## src/rtl/mil1553_pkg.sv

```systemverilog
// Shared types and default timing for the MIL-STD-1553 transmit scheduler.
// Imported by mil1553_tx_sched and its bench.
package mil1553_pkg;

    typedef enum logic [1:0] {
        IDLE  = 2'd0,
        GRANT = 2'd1,
        GAP   = 2'd2
    } sched_state_e;

    localparam logic SYNC_CMD  = 1'b1;
    localparam logic SYNC_DATA = 1'b0;

    localparam int GAP_CYCLES_DEF   = 200;
    localparam int WORD_TIMEOUT_DEF = 1000;

    // The timer counts down to zero inclusive, so N gap cycles need a load of N-1.
    // A zero gap still costs one cycle.
    function automatic int gap_load(input int gap_cycles);
        return (gap_cycles > 1) ? gap_cycles - 1 : 0;
    endfunction

endpackage

```

## src/rtl/mil1553_sched_timer.sv

```systemverilog
// Loadable, saturating down-counter with a done flag.
// Shared by the inter-message gap and the word timeout, which are never active together.
module mil1553_sched_timer #(
    parameter int CNTW = 16
) (
    input  logic            clk,
    input  logic            rst,
    input  logic            load,
    input  logic [CNTW-1:0] load_val,
    input  logic            dec,
    output logic            done
);

    logic [CNTW-1:0] count_q, count_d;

    always_comb begin
        count_d = count_q;
        if (load) begin
            count_d = load_val;
        end else if (dec && (count_q != '0)) begin
            count_d = count_q - CNTW'(1);
        end
    end

    always_ff @(posedge clk or posedge rst) begin
        if (rst) begin
            count_q <= '0;
        end else begin
            count_q <= count_d;
        end
    end

    assign done = (count_q == '0);

endmodule

```

## src/rtl/mil1553_tx_sched.sv

```systemverilog
// Grants the single 1553 encoder to requester 0 (APB BC path) or 1 (status path) per message.
// Define MIL1553_SCHED_RR_EN for round-robin tie-breaking; default is fixed priority to requester 1.
module mil1553_tx_sched
    import mil1553_pkg::*;
#(
    parameter int GAP_CYCLES   = GAP_CYCLES_DEF,
    parameter int WORD_TIMEOUT = WORD_TIMEOUT_DEF,
    parameter int CNTW         = 16
) (
    input  logic        APB_CLK,
    input  logic        APB_RESET,
    input  logic [1:0]  req_valid,
    input  logic [31:0] req_word,
    input  logic [1:0]  req_sync,
    input  logic [1:0]  req_bus,
    input  logic [1:0]  req_last,
    output logic [1:0]  req_ready,
    output logic        enc_valid,
    output logic [15:0] enc_word,
    output logic        enc_sync,
    output logic        enc_bus,
    input  logic        enc_ready,
    output logic        busy,
    output logic        grant_id,
    output logic        abort_pulse,
    output logic        abort_id
);

    localparam logic [CNTW-1:0] TMO_LOAD = CNTW'(WORD_TIMEOUT);
    localparam logic [CNTW-1:0] GAP_LOAD = CNTW'(gap_load(GAP_CYCLES));

    sched_state_e    state_q, state_d;
    logic            grant_id_q, grant_id_d;
    logic            enc_bus_q, enc_bus_d;
    logic            abort_id_q, abort_id_d;

    logic            g_valid, g_sync, g_last, xfer, winner;
    logic [15:0]     g_word;
    logic            tmr_load, tmr_dec, tmr_done;
    logic [CNTW-1:0] tmr_load_val;

    assign g_valid = req_valid[grant_id_q];
    assign g_sync  = req_sync[grant_id_q];
    assign g_last  = req_last[grant_id_q];
    assign g_word  = grant_id_q ? req_word[31:16] : req_word[15:0];
    assign xfer    = (state_q == GRANT) && g_valid && enc_ready;

    // grant_id_q resets to 0, so the first round-robin tie goes to requester 1.
    always_comb begin
`ifdef MIL1553_SCHED_RR_EN
        winner = (&req_valid) ? ~grant_id_q : req_valid[1];
`else
        winner = req_valid[1];
`endif
    end

    always_comb begin
        state_d      = state_q;
        grant_id_d   = grant_id_q;
        enc_bus_d    = enc_bus_q;
        abort_id_d   = abort_id_q;
        enc_valid    = 1'b0;
        enc_word     = '0;
        enc_sync     = SYNC_DATA;
        req_ready    = '0;
        abort_pulse  = 1'b0;
        tmr_load     = 1'b0;
        tmr_load_val = '0;
        tmr_dec      = 1'b0;

        case (state_q)
            IDLE: begin
                if (|req_valid) begin
                    grant_id_d   = winner;
                    enc_bus_d    = req_bus[winner];
                    tmr_load     = 1'b1;
                    tmr_load_val = TMO_LOAD;
                    state_d      = GRANT;
                end
            end
            GRANT: begin
                enc_valid             = g_valid;
                enc_word              = g_word;
                enc_sync              = g_sync;
                req_ready[grant_id_q] = enc_ready;
                // A transfer beats a timeout firing in the same cycle.
                if (xfer) begin
                    tmr_load = 1'b1;
                    if (g_last) begin
                        tmr_load_val = GAP_LOAD;
                        state_d      = GAP;
                    end else begin
                        tmr_load_val = TMO_LOAD;
                    end
                end else if (tmr_done) begin
                    abort_pulse  = 1'b1;
                    abort_id_d   = grant_id_q;
                    tmr_load     = 1'b1;
                    tmr_load_val = GAP_LOAD;
                    state_d      = GAP;
                end else begin
                    tmr_dec = ~g_valid;
                end
            end
            GAP: begin
                if (tmr_done) begin
                    state_d = IDLE;
                end else begin
                    tmr_dec = 1'b1;
                end
            end
            default: state_d = IDLE;
        endcase
    end

    always_ff @(posedge APB_CLK or posedge APB_RESET) begin
        if (APB_RESET) begin
            state_q    <= IDLE;
            grant_id_q <= 1'b0;
            enc_bus_q  <= 1'b0;
            abort_id_q <= 1'b0;
        end else begin
            state_q    <= state_d;
            grant_id_q <= grant_id_d;
            enc_bus_q  <= enc_bus_d;
            abort_id_q <= abort_id_d;
        end
    end

    mil1553_sched_timer #(
        .CNTW (CNTW)
    ) u_timer (
        .clk      (APB_CLK),
        .rst      (APB_RESET),
        .load     (tmr_load),
        .load_val (tmr_load_val),
        .dec      (tmr_dec),
        .done     (tmr_done)
    );

    assign busy     = (state_q != IDLE);
    assign grant_id = grant_id_q;
    assign enc_bus  = enc_bus_q;
    assign abort_id = abort_id_q;

endmodule

```

## config.mk

```make
export PLATFORM = sky130hd
export DESIGN_NAME = mil1553_tx_sched
export DESIGN_NICKNAME = d
export VERILOG_FILES = /design/src/rtl/mil1553_pkg.sv /design/src/rtl/mil1553_sched_timer.sv /design/src/rtl/mil1553_tx_sched.sv
export SDC_FILE = /design/constraint.sdc
export NUM_CORES = 1
export LEC_CHECK = 0
export BUFFER_PORTS_ARGS = -buffer_cell sky130_fd_sc_hd__buf_2
export CAP_MARGIN = 20
export CORE_ASPECT_RATIO = 1.5
export CORE_MARGIN = 2
export CORE_UTILIZATION = 45
export DETAILED_ROUTE_END_ITERATION = 7
export PLACE_DENSITY = 0.79
export SLEW_MARGIN = 20
export SYNTH_ARGS = -nofsm -noshare
export SYNTH_HDL_FRONTEND = slang
export SYNTH_SLANG_ARGS = --single-unit
```

## constraint.sdc

```tcl
create_clock -name APB_CLK -period 4.2 [get_ports APB_CLK]
set_clock_uncertainty 0.2 [all_clocks]
set_input_delay 0.42 -clock APB_CLK [delete_from_list [all_inputs] [get_ports APB_CLK]]
set_output_delay 0.42 -clock APB_CLK [all_outputs]
set_load 0.1 [all_outputs]
```

* Yosys cells after proc, flatten, opt, wreduce, memory -nomap -nowiden
Index checks and enable logic that the tools add are counted.
** Storage, ports and cells
- Bits in registers :: 21
- Input bits :: 43
- Output and inout port bits :: 25
- Logic and storage cells :: 69
** Operators by class
- $add $sub $neg :: 1
- $lt $le $gt $ge :: 3
- Equality and inequality tests :: 6
- Multiplexer cells :: 38
- Bitwise gates (word level) :: 3
- Reductions and logical operators :: 13
** Operators by type and width (count)
- $mux W16 :: 5
- $pmux W16 S2 :: 1
- $mux W10 :: 2
- $mux W1 :: 19
- $logic_not A16 Y1 :: 1
- $reduce_bool A16 Y1 :: 1
- $sub A16 B1 Y16 const B :: 1
- $mux W2 :: 6
- $mux W8 :: 1
- $ne A3 B3 Y1 const B :: 2
- $pmux W2 S3 :: 1
- $logic_and A1 B1 Y1 :: 4
- $lt A1 B2 Y1 const B :: 2
- $ne A2 B2 Y1 const B :: 2
- $pmux W1 S2 :: 2
- $reduce_and A4 Y1 :: 1
- $reduce_bool A2 Y1 :: 2
- $reduce_and A3 Y1 :: 1
- $and A2 B2 Y2 :: 1
- $eq A2 B1 Y1 const B :: 1
- $eq A2 B2 Y1 const B :: 1
- $logic_not A2 Y1 :: 1
- $not A1 Y1 :: 2
- $reduce_and A2 Y1 :: 1
- 3 further kinds :: 3

* Logic depth before layout (Yosys ltp)
Gate-level depths: netlist of run 1.
- Depth after elaboration :: 9
- Gate-level depth with buffers :: 8
- Depth with buffers taken out :: 7

* Hierarchy
Synthesis of run 1 repeated with hierarchy kept, for this count alone.
** Unflattened totals
- Cells, all modules :: 209
- Area total of the unflattened synthesis :: 1771.7 µm²
** By module, submodules not included
- mil1553_sched_timer :: times used 1, cells an instance 122, area each 1034.7 µm², seq. area each 400.4 µm²
- mil1553_tx_sched :: times used 1, cells an instance 87, area each 737.0 µm², seq. area each 125.1 µm²

* Least setup slack after synthesis of run 1
OpenSTA, ideal clock, no wires.
- Kind :: flip-flop to flip-flop
- Start point :: register grant_id_q, in the netlist grant_id
- End point :: register abort_id_q, in the netlist abort_id
- Setup time :: 128 ps
- Arrival :: 3518 ps
- Data required time :: 3872 ps
- Setup slack :: 354 ps
- Stages on the path, launching flop included :: 6
- Period minus slack after synthesis :: 3846 ps
- Path through :: dfrtp_1 > clkbuf_1 > mux2_2 > a21boi_1 > nor2b_1 > mux2_1
** Between the ends
- Cells in the longest elaborated chain, start to end :: 6
** RTL lines
- start: declaration :: line mil1553_tx_sched.sv:33 : logic grant_id_q, grant_id_d;
- start signal: assignment :: line mil1553_tx_sched.sv:124 : grant_id_q <= grant_id_d;
- $mux W1 (not written as such) (2 in series) :: line mil1553_tx_sched.sv:42 : assign g_valid = req_valid[grant_id_q];
- $logic_and A1 B1 Y1 (2 in series) :: line mil1553_tx_sched.sv:46 : assign xfer = (state_q == GRANT) && g_valid && enc_ready;
- $not A1 Y1 (no source line)
- $reduce_and A3 Y1 (no source line)
- end signal: assignment :: line mil1553_tx_sched.sv:126 : abort_id_q <= abort_id_d;
- end: declaration :: line mil1553_tx_sched.sv:35 : logic abort_id_q, abort_id_d;
Several ways; a longest one is shown, not always the timed one. The select of a mux whose other input is x is not followed.
A chain may end at the register's enable or synchronous reset.

* Final worst setup path of run 1
- Start point :: register state_q[1]
- End point :: register u_timer.count_q[9]
** Between the ends
- Cells in the longest elaborated chain, start to end :: 7
- Elaborated cells on any way between the ends :: 14
- Classes of those cells :: eq/ne (2); mux (7); reduce/logical (5)
** RTL lines
- start: declaration :: line mil1553_tx_sched.sv:32 : sched_state_e state_q, state_d;
- start signal: assignment :: line mil1553_tx_sched.sv:123 : state_q <= state_d;
- $eq A2 B1 Y1 :: line mil1553_tx_sched.sv:46, mil1553_tx_sched.sv:71
- $logic_and A1 B1 Y1 (2 in series) :: line mil1553_tx_sched.sv:46
- $mux W1 :: line mil1553_tx_sched.sv:87 : if (xfer) begin
- $pmux W1 S2 :: line mil1553_tx_sched.sv:71 : case (state_q)
- $logic_and A1 B1 Y1 :: line mil1553_sched_timer.sv:20 : end else if (dec && (count_q != '0)) begin
- $reduce_bool A2 Y1 (no source line)
- end signal: assignment :: line mil1553_sched_timer.sv:29 : count_q <= count_d;
- end: declaration :: line mil1553_sched_timer.sv:14 : logic [CNTW-1:0] count_q, count_d;
Several ways; a longest one is shown, not always the timed one.

==> results.md, run 1 <==
* I/O pin count at 68
* Clock buffer depth at 2
* First-pass GRT wire length at 7.113 mm
* Largest net degree at the start of global routing at 26
* Status: finished clean
* CP top delay family: compound AO/OA/AOI/OAI gates
* VDD IR-drop max at 0.0008284 V
* # DRC at 0
* Achievable frequency at 332.7 MHz
* Port Buffers at 67
* Finished Core Util at 58.22%
* Antenna fix cells at 0
* Post-synthesis net count at 240
* Tot GR Track Use at 21.44%
* Worst EP arrival at 2970 ps
* Ys async rst share at 100.0%
* CTS Buf Count at 3
* Max_cap viols at 0
* CTS HTree Levels at 1
* Post-synthesis cell type count at 49
* Relative slew margins at 36.41%
* Minimum clock period at 3006 ps
* Fillers at 346
* Seq/Total Area, Yosys at 29.83%
* Die X at 55.09 um
* Power Density at 865.7 mW/mm^2
* Critical path launch point type: register
* Initial Util at 47.41%
* Slew Limit Fails at 0
* Die Span Y at 80.63 um
* Seq cells post-synth at 21
* P_leak at 1.049 nW
* Post-Syn Area at 0.001762 mm^2
* Synth warnings at 0
* Grt ovf at 0
* Initial antenna violation count at 0
* Vias at 1679
* Setup TNS at 0 ps
* Hold-fix buffers, CTS at 0
* Mapped Cells at 191
* Post-cts resize count at 0
* Area grow syn2layout at 22.80%
* Final #Nets at 304
* Vias per inst at 5.653
* Clock Latency Late Sink at 270 ps
* CTS tree: done
* Worst-path clk slew at 90 ps
* Top post-synthesis cells by area: dfrtp_1 (30%), mux2i_1 (10%), nor2b_1 (7.1%)
* WHS at 100.4 ps
* Post-CTS setup buffers at 0
* Yosys top cell area share at 29.83%
* Share of layout cells above drive strength 1 at 33.07%
* WS Path Type: reg -> reg
* Actual slew at the worst max-slew pin at 950.9 ps
* EDFF count, synth at 0
* Worst Path Required at 4170 ps
* Largest stage delay on the critical path at 680 ps
* Pwr Total at 1.873 mW
* CTS root buffer: clkbuf_8
* Wirelength per Cell at 14.93 um
* CP endpoint kind: register
* Synth Area per Inst at 9.224 um^2
* Initial DRC Count at 66
* Hold crit path type: in -> async
* RSZ-0062 raised after global routing: false
* Worst-path fanout max at 25
* Final HPWL DP at 3.358 mm
* Vias in the first global route at 1664
* Critical Path Slowest Stage Cell: o21ai_1
* Clock sink count at 21
* Row count at 27
* Core Area at 0.003716 mm^2
* Dominant synthesized flop cell: dfrtp_1
* Final hold viol count at 0
* First-pass iteration count of the detailed router at 4
* Final Setup Violations at 0
* Final ANT Viol Nets at 0
* Worst R2R Setup Slack at 1190 ps
* Worst path buffer plus inverter count at 1
* Placer Congestion at 0.8356
* Area leader, netlist: dfrtp_1
* Die ar. at 0.004442 mm^2
* Tcrit/Tclk final at 71.57%
* Drt total wl at 4.435 mm
* Crit-path cells: inv_1, ha_1, nand2_1, o21ai_1, and2_1, a41oi_1, o22a_1
## report_power, final
part / total, mW / switching (mW) / internal (mW)
Combinational: 1.40 / 1.03 / 0.365
Sequential: 0.334 / 0.0755 / 0.258
Clock: 0.140 / 0.0726 / 0.0678
## synthesized netlist by cell type (4+ instances only)
| master | n |
|---|---|
| nor2_1 | 13 |
| dfrtp_1 | 21 |
| nand4_1 | 9 |
| clkbuf_1 | 4 |
| mux2i_1 | 18 |
| ha_1 | 6 |
| nand2_1 | 7 |
| xor2_1 | 9 |
| a21oi_1 | 5 |
| nand3_1 | 4 |
| buf_2 | 5 |
| o21ai_1 | 9 |
| inv_1 | 8 |
| nor3_1 | 6 |
| nor2b_1 | 20 |
## kinds of logic after synthesis
kind of cell | Yosys count | share of synthesized area, %
flip-flops | 21 | 29.83
XOR/XNOR | 11 | 5.469
adder cells (fa/ha/maj) | 6 | 4.261
AO/OA/AOI/OAI | 32 | 12.78
AND/OR/NAND/NOR | 82 | 30.90
multiplexers | 22 | 12.78
buffers and inverters | 17 | 3.977
## per-layer routing
layer	part of all wire (%)	global-route usage, %	vias up	wire (um)
met4	1.1	5.854	0	51
met1	39	23.00	789	1732
met3	5.7	3.160	7	254
met5	0	0	-	0
met2	54	40.83	66	2396
li1	-	-	817	-
## placed cells by master (no fill, tap or decap), types with 2 or more instances in the layout
cell type	count
buf_2	67
dfrtp_1	21
nor2b_1	20
mux2i_1	18
nor2_1	13
o21ai_1	9
nand4_1	9
xor2_1	9
inv_1	8
nand2_1	7
nor3_1	6
ha_1	6
a21oi_1	5
nand3_1	4
nor3b_1	3
o32ai_1	3
nand2b_1	3
clkbuf_8	3
and3_1	2
nor4_4	2
mux2_2	2
and2_1	2
a31oi_1	2
xnor2_1	2
mux2_1	2
## path summary, 6_finish.rpt
path | cells after the start | from | endpoint
max in group asynchronous | 2 | APB_RESET | u_timer.count_q[7]
min reg2reg | 1 | abort_id | abort_id
max reg2reg | 7 | state_q[1] | u_timer.count_q[9]
max | 7 | state_q[1] | u_timer.count_q[9]
min | 2 | APB_RESET | u_timer.count_q[5]
min in group APB_CLK | 2 | req_valid[1] | enc_bus
## through the flow
| step | setup WS (ps) | cells | area [um^2] |
|---|---|---|---|
| 2_1_floorplan | 354.1 | 191 | 1762 |
| 3_3_place_gp | 1348 | 293 | 2118 |
| 3_5_place_dp | 1249 | 293 | 2118 |
| 4_1_cts | 1227 | 297 | 2163 |
| 5_1_grt | 963.8 | 297 | 2163 |
| 6_report | 1194 | 297 | 2163 |
## registers in the layout, summed over array words and instances, names as in the netlist
register         cells
grant_id             1
u_timer.count_q     16
abort_id             1
state_q              2
enc_bus              1
## area by class of cell
cell class / instances / area (um^2) / area share [%]
multi-input combinational: 153 / 1166 / 53.90
timing repair buffer: 68 / 342.8 / 15.85
clock buffer: 4 / 45.04 / 2.082
sequential: 21 / 525.5 / 24.29
inverter: 8 / 30.03 / 1.388
tap: 43 / 53.80 / 2.487
## worst reg2reg max path: stages (launching register included)
cell and delay [ps]:
dfrtp_1 390, inv_1 120, ha_1 610, nand2_1 120
o21ai_1 680, and2_1 410, a41oi_1 170, o22a_1 210
No activity file was read; power rests on OpenSTA's default activity.
==> run 2, diff against run 1 <==
==> constraint.sdc (replaced) <==
create_clock -name APB_CLK -period 3 [get_ports APB_CLK]
set_clock_uncertainty 0.2 [all_clocks]
set_input_delay 0.3 -clock APB_CLK [delete_from_list [all_inputs] [get_ports APB_CLK]]
set_output_delay 0.3 -clock APB_CLK [all_outputs]
set_load 0.1 [all_outputs]
==> results.md, run 2 (same netlist as run 1, synthesis figures left out) <==
* Post-CTS setup buffers at 0 (unchanged)
* Clock sink count at 21 (unchanged)
* Hold-fix buffers, CTS at 0 (unchanged)
* VDD IR-drop max at 0.0009270 V (+12%)
* Drt total wl at 4.462 mm (+0.61%)
* WS Path Type: reg -> out
* Initial antenna violation count at 0 (unchanged)
* Worst R2R Setup Slack at 530 ps (-660 ps)
* Initial DRC Count at 42 (-36%)
* First-pass GRT wire length at 7.341 mm (+3.2%)
* Grt ovf at 0 (unchanged)
* Top Registers: u_timer.count_q: 16 flops, state_q: 2 flops
* Cell internal pwr at 1.058 mW (+53%)
* Die ar. at 0.004442 mm^2 (unchanged)
* Final ANT Viol Nets at 0 (unchanged)
* Row count at 27 (unchanged)
* Minimum clock period at 2638 ps
* Final Setup Violations at 0 (unchanged)
* Flop pwr share at 17.2% (-0.6 points)
* Critical path launch point type: register
* Hold crit path type: in -> async
* Area grow syn2layout at 29.40%
* Tot GR Track Use at 22.26% (+0.82 points)
* Most frequent cells in the layout: buf_2 (67), dfrtp_1 (20), mux2i_1 (18)
* Worst EP arrival at 2140 ps (-830 ps)
* Clock buffer depth at 2 (unchanged)
* Worst Path Required at 2500 ps (-1670 ps)
* Most common library cell in the layout ignoring fill and taps: buf_2
* Worst-path fanout max at 10 (-60%)
* Vias at 1685 (+0.36%)
* Clock power frac at 7.2% (-0.3 points)
* Share of layout cells above drive strength 1 at 42.02% (+9.0 points)
* Power Density at 1202 mW/mm^2 (+39%)
* Sw power at 1.681 mW (+42%)
* Antenna fix cells at 0 (unchanged)
* CP endpoint kind: output pin
* Max_cap viols at 0 (unchanged)
* I/O pin count at 68 (unchanged)
* Status: complete, but fails checks
* Clock Latency Late Sink at 270 ps (about the same)
* CTS tree: done
* Most flops, register: u_timer.count_q
* Final hold viol count at 21 (+21)
* Final HPWL DP at 3.635 mm (+8.2%)
* Tcrit/Tclk final at 87.93%
* Worst-path clk slew at 80 ps (about the same)
* CTS root buffer: clkbuf_8
* Core Area at 0.003716 mm^2 (unchanged)
* Placer Congestion at 0.8424 (+0.81%)
* Comb power frac at 75.6% (+0.9 points)
* Vias per inst at 5.617 (-0.65%)
* P_leak at 1.099 nW (+4.8%)
* CTS HTree Levels at 1 (unchanged)
* Max reg flops at 16 (unchanged)
* WHS at -9.589 ps (-109.9 ps)
* Setup TNS at 0 ps (unchanged)
* Die X at 55.09 um (unchanged)
* # DRC at 0 (unchanged)
* Actual slew at the worst max-slew pin at 850.6 ps (-100.3 ps)
* Largest net degree at the start of global routing at 23 (-12%)
* Finished Core Util at 61.35% (+3.1 points)
* Achievable frequency at 379.1 MHz
* Post-cts resize count at 0 (unchanged)
* Failing checks: hold timing
* First-pass iteration count of the detailed router at 4 (unchanged)
* Pwr Total at 2.739 mW (+46%)
* Vias in the first global route at 1705 (+2.5%)
* Final #Nets at 307 (+0.99%)
* Sw Ratio at 61.36% (-1.7 points)
* Port Buffers at 67 (unchanged)
* Wirelength per Cell at 14.87 um (-0.40%)
* Die Span Y at 80.63 um (unchanged)
* Initial Util at 47.41% (unchanged)
* RSZ-0062 raised after global routing: false
* Slew Limit Fails at 0 (unchanged)
* Relative slew margins at 43.23% (+6.8 points)
* CTS Buf Count at 3 (unchanged)
==> run 2: changes by cell type in the layout (fill, tap and decap cells not counted), sizes merged <==
cell    delta
clkinv     +1
clkbuf     -1
buf        +3
==> run 2: worst max-delay path, stage by stage (launching register included) <==
cell and delay (ps):
dfrtp_1 450, inv_1 110, ha_1 160, nor4b_4 290, nand4_4 240, nor2b_4 180, buf_2 430
==> run 2: cell type report <==
cell class | instances | area [um^2]
clock inverter | 1 | 5.005
inverter | 8 | 30.03
tap | 43 | 53.80
fill | 339 | 1436
clock buffer | 3 | 41.29
sequential | 21 | 526.8
timing repair buffer | 71 | 365.4
multi-input combinational | 153 | 1257
==> run 2: stage by stage <==
step                      std cells  setup slack (ps)  area [um^2]  hold slack, ps
after floorplan                 191             231.5         1854           76.46
after global placement          296             597.0         2233           266.1
after detailed placement        296             536.0         2233           276.0
after CTS                       300             352.4         2280           18.63
after global routing            300             226.3         2280           46.93
final                           300             362.0         2280          -9.589
==> run 2: per-layer routing <==
metal / routed length, um / share of wire (%) / GRT usage (%) / up-vias
met5: 0 / 0 / 0 / -
met4: 63 / 1.4 / 6.341 / 0
met3: 220 / 4.9 / 2.788 / 7
met2: 2503 / 56 / 42.98 / 76
met1: 1675 / 38 / 23.50 / 777
li1: - / - / - / 825
==> run 2: final timing paths <==
check / from / end / depth (start not counted)
worst max-delay path: u_timer.count_q[0] / abort_pulse / 6
worst min-delay path: APB_RESET / abort_id / 2
worst max register to register: state_q[0] / u_timer.count_q[8] / 6
worst min register to register: abort_id / abort_id / 1
max in group asynchronous: APB_RESET / grant_id / 2
min in group APB_CLK: req_valid[1] / enc_bus / 2
==> run 2: power groups by stage <==
stage                     Sequential (mW)  Clock (mW)  Combinational, mW
after floorplan                     0.550           0               1.68
after global placement              0.471           0               2.05
after detailed placement            0.474           0               2.08
after CTS                           0.468       0.198               2.08
after global routing                0.481       0.211               2.19
final                               0.471       0.197               2.07
==> run 3, diff against run 2 <==
--- a/config.mk
+++ b/config.mk
@@ -7,11 +7,13 @@
 export LEC_CHECK = 0
 export BUFFER_PORTS_ARGS = -buffer_cell sky130_fd_sc_hd__buf_2
 export CAP_MARGIN = 20
+export CELL_PAD_IN_SITES_DETAIL_PLACEMENT = 0
+export CELL_PAD_IN_SITES_GLOBAL_PLACEMENT = 1
 export CORE_ASPECT_RATIO = 1.5
 export CORE_MARGIN = 2
-export CORE_UTILIZATION = 45
+export CORE_UTILIZATION = 36
 export DETAILED_ROUTE_END_ITERATION = 7
-export PLACE_DENSITY = 0.79
+export PLACE_DENSITY = 0.84
 export SLEW_MARGIN = 20
 export SYNTH_ARGS = -nofsm -noshare
 export SYNTH_HDL_FRONTEND = slang
==> results.md, run 3 (same netlist as run 1, synthesis figures left out) <==
* Max_cap viols at 0 (unchanged)
* Initial Util at 36.93% (-10 points)
* Share of layout cells above drive strength 1 at 41.63% (-0.39 points)
* Power Density at 1186 mW/mm^2 (-1.3%)
* Max reg flops at 16 (unchanged)
* Antenna fix cells at 0 (unchanged)
* VDD IR-drop max at 0.0007160 V (-23%)
* Worst Path Required at 2500 ps (about the same)
* Final HPWL DP at 3.576 mm (-1.6%)
* Core Area at 0.004771 mm^2 (+28%)
* Drt total wl at 4.404 mm (-1.3%)
* Relative slew margins at 43.61% (+0.38 points)
* Worst EP arrival at 2170 ps (+30 ps)
* Critical path launch point type: register
* Vias at 1670 (-0.89%)
* Wirelength per Cell at 13.63 um (-8.3%)
* Clock buffer depth at 2 (unchanged)
* Tcrit/Tclk final at 89.15% (+1.2 points)
* Fillers at 507 (+50%)
* Post-CTS setup buffers at 0 (unchanged)
* Clock Latency Late Sink at 270 ps (about the same)
* Largest net degree at the start of global routing at 22 (-4.3%)
* Row count at 31 (+15%)
* Worst-path clk slew at 80 ps (about the same)
* Tot GR Track Use at 17.90% (-4.4 points)
* Achievable frequency at 373.9 MHz (-1.4%)
* Initial antenna violation count at 0 (unchanged)
* Critical Path Slowest Stage Cell: ha_1
* Hold-fix buffers, CTS at 0 (unchanged)
* Initial DRC Count at 43 (+2.4%)
* Area of the multi-input gates at 0.001257 mm^2 (unchanged)
* P_leak at 1.096 nW (-0.25%)
* Final Setup Violations at 0 (unchanged)
* CTS Buf Count at 3 (unchanged)
* Most flops, register: u_timer.count_q
* CP endpoint kind: output pin
* First-pass GRT wire length at 7.424 mm (+1.1%)
* Final hold viol count at 21 (unchanged)
* I/O pin count at 68 (unchanged)
* Vias per inst at 5.170 (-7.9%)
* Top Registers: u_timer.count_q: 16 flops, state_q: 2 flops
* Worst-path fanout max at 17 (+7)
* Seq. cell area at 526.8 um^2 (unchanged)
* Hold crit path type: in -> async
* Final ANT Viol Nets at 0 (unchanged)
* Die X at 61.12 um (+11%)
* Placer Congestion at 0.8600 (+2.1%)
* WS Path Type: reg -> out
* Vias in the first global route at 1666 (-2.3%)
* Die Span Y at 89.68 um (+11%)
* CTS root buffer: clkbuf_8
* Grt ovf at 0 (unchanged)
* Largest stage delay on the critical path at 510 ps (+60 ps)
* Most common library cell in the layout ignoring fill and taps: buf_2
* Most frequent cells in the layout: buf_2 (67), dfrtp_1 (20), mux2i_1 (18)
* Failing checks: hold timing
* # DRC at 0 (unchanged)
* Crit-path cells: inv_1, ha_1, a21boi_1, nor2b_4, buf_2
* Actual slew at the worst max-slew pin at 844.9 ps (-5.660 ps)
* First-pass iteration count of the detailed router at 4 (unchanged)
* Port Buffers at 67 (unchanged)
* Finished Core Util at 48.36% (-13 points)
* Minimum clock period at 2675 ps (+36.58 ps)
* CTS tree: done
* Setup TNS at 0 ps (unchanged)
* RSZ-0062 raised after global routing: false
* Clock sink count at 21 (unchanged)
* Area grow syn2layout at 30.97%
* Final #Nets at 307 (unchanged)
* Post-cts resize count at 0 (unchanged)
* CTS HTree Levels at 1 (unchanged)
* Status: complete, but fails checks
* WHS at -7.966 ps (+1.623 ps)
* Die ar. at 0.005480 mm^2 (+23%)
* Slew Limit Fails at 0 (unchanged)
==> run 3: cell count changes in the layout (fill, tap and decap cells not counted) <==
| cell | change |
|---|---|
| clkbuf_1 | +1 |
| clkinv_2 | -1 |
==> run 3: layout make-up <==
class	count	share of cell area [%]
inverters	8	1.302
flip-flops and latches	21	22.83
multi-input cells	153	54.50
well taps	66	3.579
repair buffers	71	15.84
clock buffers	4	1.952
==> run 3: path summary, 6_finish.rpt <==
check / from / endpoint / slack [ps] / depth (start not counted)
max in group asynchronous: APB_RESET / grant_id / 2030 / 2
min in group APB_CLK: req_valid[1] / enc_bus / 90 / 2
worst min register to register: abort_id / abort_id / 290 / 1
worst max-delay path: state_q[1] / abort_pulse / 330 / 5
worst min-delay path: APB_RESET / u_timer.count_q[13] / -8 / 2
worst max register to register: state_q[1] / u_timer.count_q[8] / 480 / 7
==> run 3: power by group <==
part	internal (mW)	switching [mW]	leakage (nW)
clock network	0.0949	0.101	0.0228
logic	0.601	1.46	0.812
registers	0.363	0.119	0.262
total	1.06	1.68	1.10
==> run 3: per-layer routing <==
layer / vias to the layer above / wire length, um / global-route usage [%] / part of all wire, %
met5: - / 0 / 0 / 0
li1: 817 / - / - / -
met1: 785 / 1706 / 18.89 / 39
met2: 61 / 2423 / 35.11 / 55
met3: 7 / 190 / 1.433 / 4.3
met4: 0 / 83 / 6.719 / 1.9
==> run 3: worst max-delay path: cells and delay by family (launching register included) <==
family | cells | cell delay, ps
and+or+nand+nor | 1 | 180
buffers and inverters | 2 | 550
AOI/OAI and AO/OA | 1 | 270
DFF | 1 | 390
adders and majority gates | 1 | 510
==> run 3: through the flow <==
step / cells / worst slack (ps) / cell area, um^2 / total power [mW] / hold WS, ps
floorplan: 191 / 231.5 / 1854 / 2.235 / 76.46
global placement: 319 / 537.1 / 2262 / 2.547 / 271.0
detailed placement: 319 / 469.6 / 2262 / 2.560 / 278.1
global route: 323 / 110.5 / 2307 / 2.894 / 86.38
finish: 323 / 325.4 / 2307 / 2.737 / -7.966
CTS: 323 / 293.2 / 2307 / 2.760 / 32.01
